### src/rtl/stream_downsizer.sv
// Wide-to-narrow stream width converter: one DW_OUT*SCALE word in, SCALE DW_OUT beats out.
// A new word can be loaded in the same cycle its predecessor's last beat is read, so there are no bubbles.
module stream_downsizer #(
    parameter int DW_OUT    = 8,
    parameter int SCALE     = 4,
    parameter bit MSB_FIRST = 1'b0
) (
    input  logic                    clk,
    input  logic                    rst,
    input  logic [DW_OUT*SCALE-1:0] s_data_i,
    input  logic                    s_last_i,
    input  logic                    s_valid_i,
    output logic                    s_ready_o,
    output logic [DW_OUT-1:0]       m_data_o,
    output logic                    m_last_o,
    output logic                    m_valid_o,
    input  logic                    m_ready_i
);

    // SCALE=1 still needs a legal 1-bit beat counter.
    localparam int IDX_W = (SCALE > 1) ? $clog2(SCALE) : 1;
    localparam logic [IDX_W-1:0] LAST_IDX = IDX_W'(SCALE - 1);

    logic [DW_OUT*SCALE-1:0] r_data;
    logic [IDX_W-1:0]        r_idx;
    logic                    r_full;
    logic                    r_last;
    logic                    r_rst;

    logic                    w_wr;
    logic                    w_rd;
    logic                    w_wrap;
    logic [IDX_W-1:0]        w_sel;

    assign w_wrap    = (r_idx == LAST_IDX);
    assign w_rd      = r_full & m_ready_i;
    assign s_ready_o = ~r_rst & (~r_full | (w_rd & w_wrap));
    assign w_wr      = s_valid_i & s_ready_o;

    assign w_sel     = MSB_FIRST ? (LAST_IDX - r_idx) : r_idx;
    assign m_data_o  = r_data[int'(w_sel)*DW_OUT +: DW_OUT];
    assign m_valid_o = r_full;
    assign m_last_o  = r_full & r_last & w_wrap;

    always_ff @(posedge clk) begin
        if (rst) begin
            r_full <= 1'b0;
            r_idx  <= '0;
            r_last <= 1'b0;
            r_rst  <= 1'b1;
        end else begin
            r_rst <= 1'b0;
            if (w_wr) begin
                r_full <= 1'b1;
                r_idx  <= '0;
                r_last <= s_last_i;
            end else if (w_rd && w_wrap) begin
                r_full <= 1'b0;
                r_idx  <= '0;
            end else if (w_rd) begin
                r_idx <= r_idx + 1'b1;
            end
        end
    end

    // The data register carries no reset; its contents only matter while r_full is set.
    always_ff @(posedge clk) begin
        if (w_wr) begin
            r_data <= s_data_i;
        end
    end

endmodule

### config.mk
export PLATFORM = sky130hd
export DESIGN_NAME = stream_downsizer
export DESIGN_NICKNAME = d
export VERILOG_FILES = /design/src/rtl/stream_downsizer.sv
export SDC_FILE = /design/constraint.sdc
export NUM_CORES = 1
export LEC_CHECK = 0
export BUFFER_PORTS_ARGS = -buffer_cell sky130_fd_sc_hd__buf_2
export CORE_MARGIN = 10
export CORE_UTILIZATION = 43
export CTS_CLUSTER_DIAMETER = 150
export DETAILED_ROUTE_END_ITERATION = 10
export GPL_ROUTABILITY_DRIVEN = 1
export PLACE_DENSITY = 0.73
export SLEW_MARGIN = 15
export SYNTH_ARGS = -nofsm -noshare
export SYNTH_HDL_FRONTEND = slang
export SYNTH_SLANG_ARGS = --single-unit
### constraint.sdc
create_clock -name clk -period 1.8 [get_ports clk]
set_input_delay 0.27 -clock clk [delete_from_list [all_inputs] [get_ports clk]]
set_output_delay 0.27 -clock clk [all_outputs]
set_load 0.02 [all_outputs]
==> results.md <==
- Status: finished, final reports clean
- Synth Net Count: 101
- Clock buffer depth: 2
- Clock power share: 0.252
- CTS clk-pin slew, worst paths: 100 ps
- Sequential-to-total area share from yosys stat: 0.761
- Flop pwr share: 0.642
- Global-route wire length before repair: about 4200 µm
- CP required: ~1500 ps
- Normalized max-slew margin: 0.832
- Final hold slack: 104 ps
- CP max stage cell: mux4_2
- RSZ-0062 raised after global routing: yes
- Antenna Nets Post-Route: 0
- Synthesis-to-finish area growth: 33.4%
- Critical path buffers and inverters: 2
- Number of iterations in the first detailed-routing pass: 3
- Cell Area, Synth: 1400 µm²
- Antenna violations before repair: 0
- CTS tree: yes
- Synthesized instance count: between 60 and 70
- Routed length per instance: between 15 and 20 µm
- Routed wire length: roughly 2700 µm
- EDFF count, synth: 32
- CTS Buf Count: 5
- Post-placement setup slack: 257 ps
- Clock Latency Late Sink: roughly 330 ps
- CP max FO: 7
- Row count: 20
- Crit path DAT: about 1500 ps
- Die extent in y: slightly below 80 µm
- Starting Density: 0.453
- Final Hold Viols: 0
- Top Ports: 48
- Worst Skew: a little under 8 ps
- PD cells: a little over 800 nW/µm²
- Fmax: 0.560 GHz
- Worst slew pin tran: approximately 250 ps
- Critical-path cell list: buf_12, mux4_2, buf_6
- Share of the synthesized area in the top cell type: 0.689
- Fin crit period: ~1800 ps
- Net Sw Frac: 0.215
- Final Cell Area: about 1900 µm²
- Final Util: 0.604
- Via count: approximately 800
- CTS HTree Levels: 2
- Max-cap viol count: 0
- Setup TNS: 0 ps
- Sinks on Clock Net: 37
- Sw Pwr: 0.330 mW
- Most numerous cell in the Yosys netlist: edfxtp_1
- Power share of the combinational group: 0.106
- Int Pwr: 1.21 mW
- Number of diodes: 0
- Startpoint Class: flip-flop
- Synth area leader: edfxtp_1
- Vias in the first global route: 880
- Most used DFF post-synth: edfxtp_1
- Hold Path Class: in2reg
- Slew Limit Fails: 0
- Worst path top cell family by delay: multiplexers
- Critical Path Sink Type: output port
- Post-synth top cells: edfxtp_1 (32), mux4_2 (8), dfxtp_1 (5)
- Synthesized area per cell: approximately 22 µm²
- Die Span X: between 70 and 80 µm
- Worst setup margin: about 14 ps
- Vias per inst: between 4 and 5
- Max stage delay on crit path: about 500 ps
- Asr flop ratio synth: 0
- Post-Place Cell Area: around 1700 µm²
- Drc violations: 0
- Initial detailed-routing violation count: between 40 and 50
- Tcrit/Tclk final: 0.992
- Global route overflow: 0
- Synth Register Bits: 37
- GP Congestion: 0.706
- Port Buf Inserts: 47
- Full die area: 5920 µm²
- Largest net degree at the start of global routing: 21
- Final setup fails: 0
- Maximum vdd drop: just under 500 µV
- LEAKAGE: 0.711 nW
- Layout cells sized above 1: 0.623
- Nets: 160
- Core box area: between 3000 and 4000 µm²
- Setup CP Type: reg2out
- Synthesis Warnings: 0
- Cell variety after synth: 17
- Clk root buf: clkbuf_4
- Synth area leaders: edfxtp_1 (69%), mux4_2 (13%), dfxtp_1 (7.2%)
- Total track usage: 0.0913
- HPWL Detailed: about 2100 µm
==> kinds of logic after synthesis <==
logic type,count (synthesis),share of synthesized area
AOI/OAI and AO/OA,3,0.0242
muxes,10,0.143
adders and majority gates,1,0.00897
and+or+nand+nor,10,0.0511
DFF,37,0.761
buffers and inverters,2,0.0117
==> final cells by class <==
cell class              count  area, µm²
repair buffers             54        363
well taps                  44       55.1
multi-input cells          24        330
clock buffers               6       41.3
clock inverters             1       3.75
fillers                   255       1220
flip-flops and latches     37       1070
==> per-stage QoR <==
step	cells	total power, mW
after floorplan	63	1.08
after global placement	156	1.14
after detailed placement	156	1.15
after CTS	166	1.55
after global routing	166	1.60
final	166	1.54
==> final timing paths <==
| check | from | slack [ps] | cells after the start | endpoint |
|---|---|---|---|---|
| hold / removal | s_data_i[5] | 100 | 1 | r_data[5] |
| setup reg to reg | r_idx[0] | 260 | 5 | r_data[31] |
| setup / recovery | r_idx[0] | 10 | 3 | m_data_o[2] |
| hold reg to reg | r_last | 490 | 2 | r_last |
==> metal layers <==
layer  share of wire  track usage  vias up
li1                -            -      378
met1            0.45        0.107      380
met2            0.48        0.142       35
met3           0.061       0.0443        5
met4           0.014       0.0335        0
met5               0            0        -
==> state kept, by name, indices dropped and copies added (netlist names) <==
signal and count:
r_data 32, r_last 1, m_valid_o 1, r_idx 2, r_rst 1
==> power groups by stage <==
stage	combinational (mW)	clock [mW]	sequential (mW)
global placement	0.137	0	1.01
CTS	0.160	0.403	0.987
global route	0.175	0.438	0.990
floorplan	0.0719	0	1.01
finish	0.162	0.387	0.986
detailed placement	0.142	0	1.01
==> timing repair <==
action | in CTS | in global routing
pin swaps | 0 | 0
hold buffers | 0 | 0
setup endpoints to repair | 6 | 8
buffers inserted | 3 | 0
gates resized for setup | 11 | 6
==> cell usage in the layout, fill, tap and decap left out, drive strengths merged <==
| cell | n |
|---|---|
| a21oi | 1 |
| and4b | 1 |
| o21ba | 1 |
| mux2i | 2 |
| edfxtp | 32 |
| ha | 1 |
| clkinv | 1 |
| nand2 | 1 |
| a21boi | 1 |
| clkbuf | 6 |
| nand2b | 2 |
| and3 | 1 |
| nor3b | 1 |
| nor2 | 2 |
| mux4 | 8 |
| dfxtp | 5 |
| buf | 54 |
| nor3 | 2 |
Power figures use the tool's default switching activity.
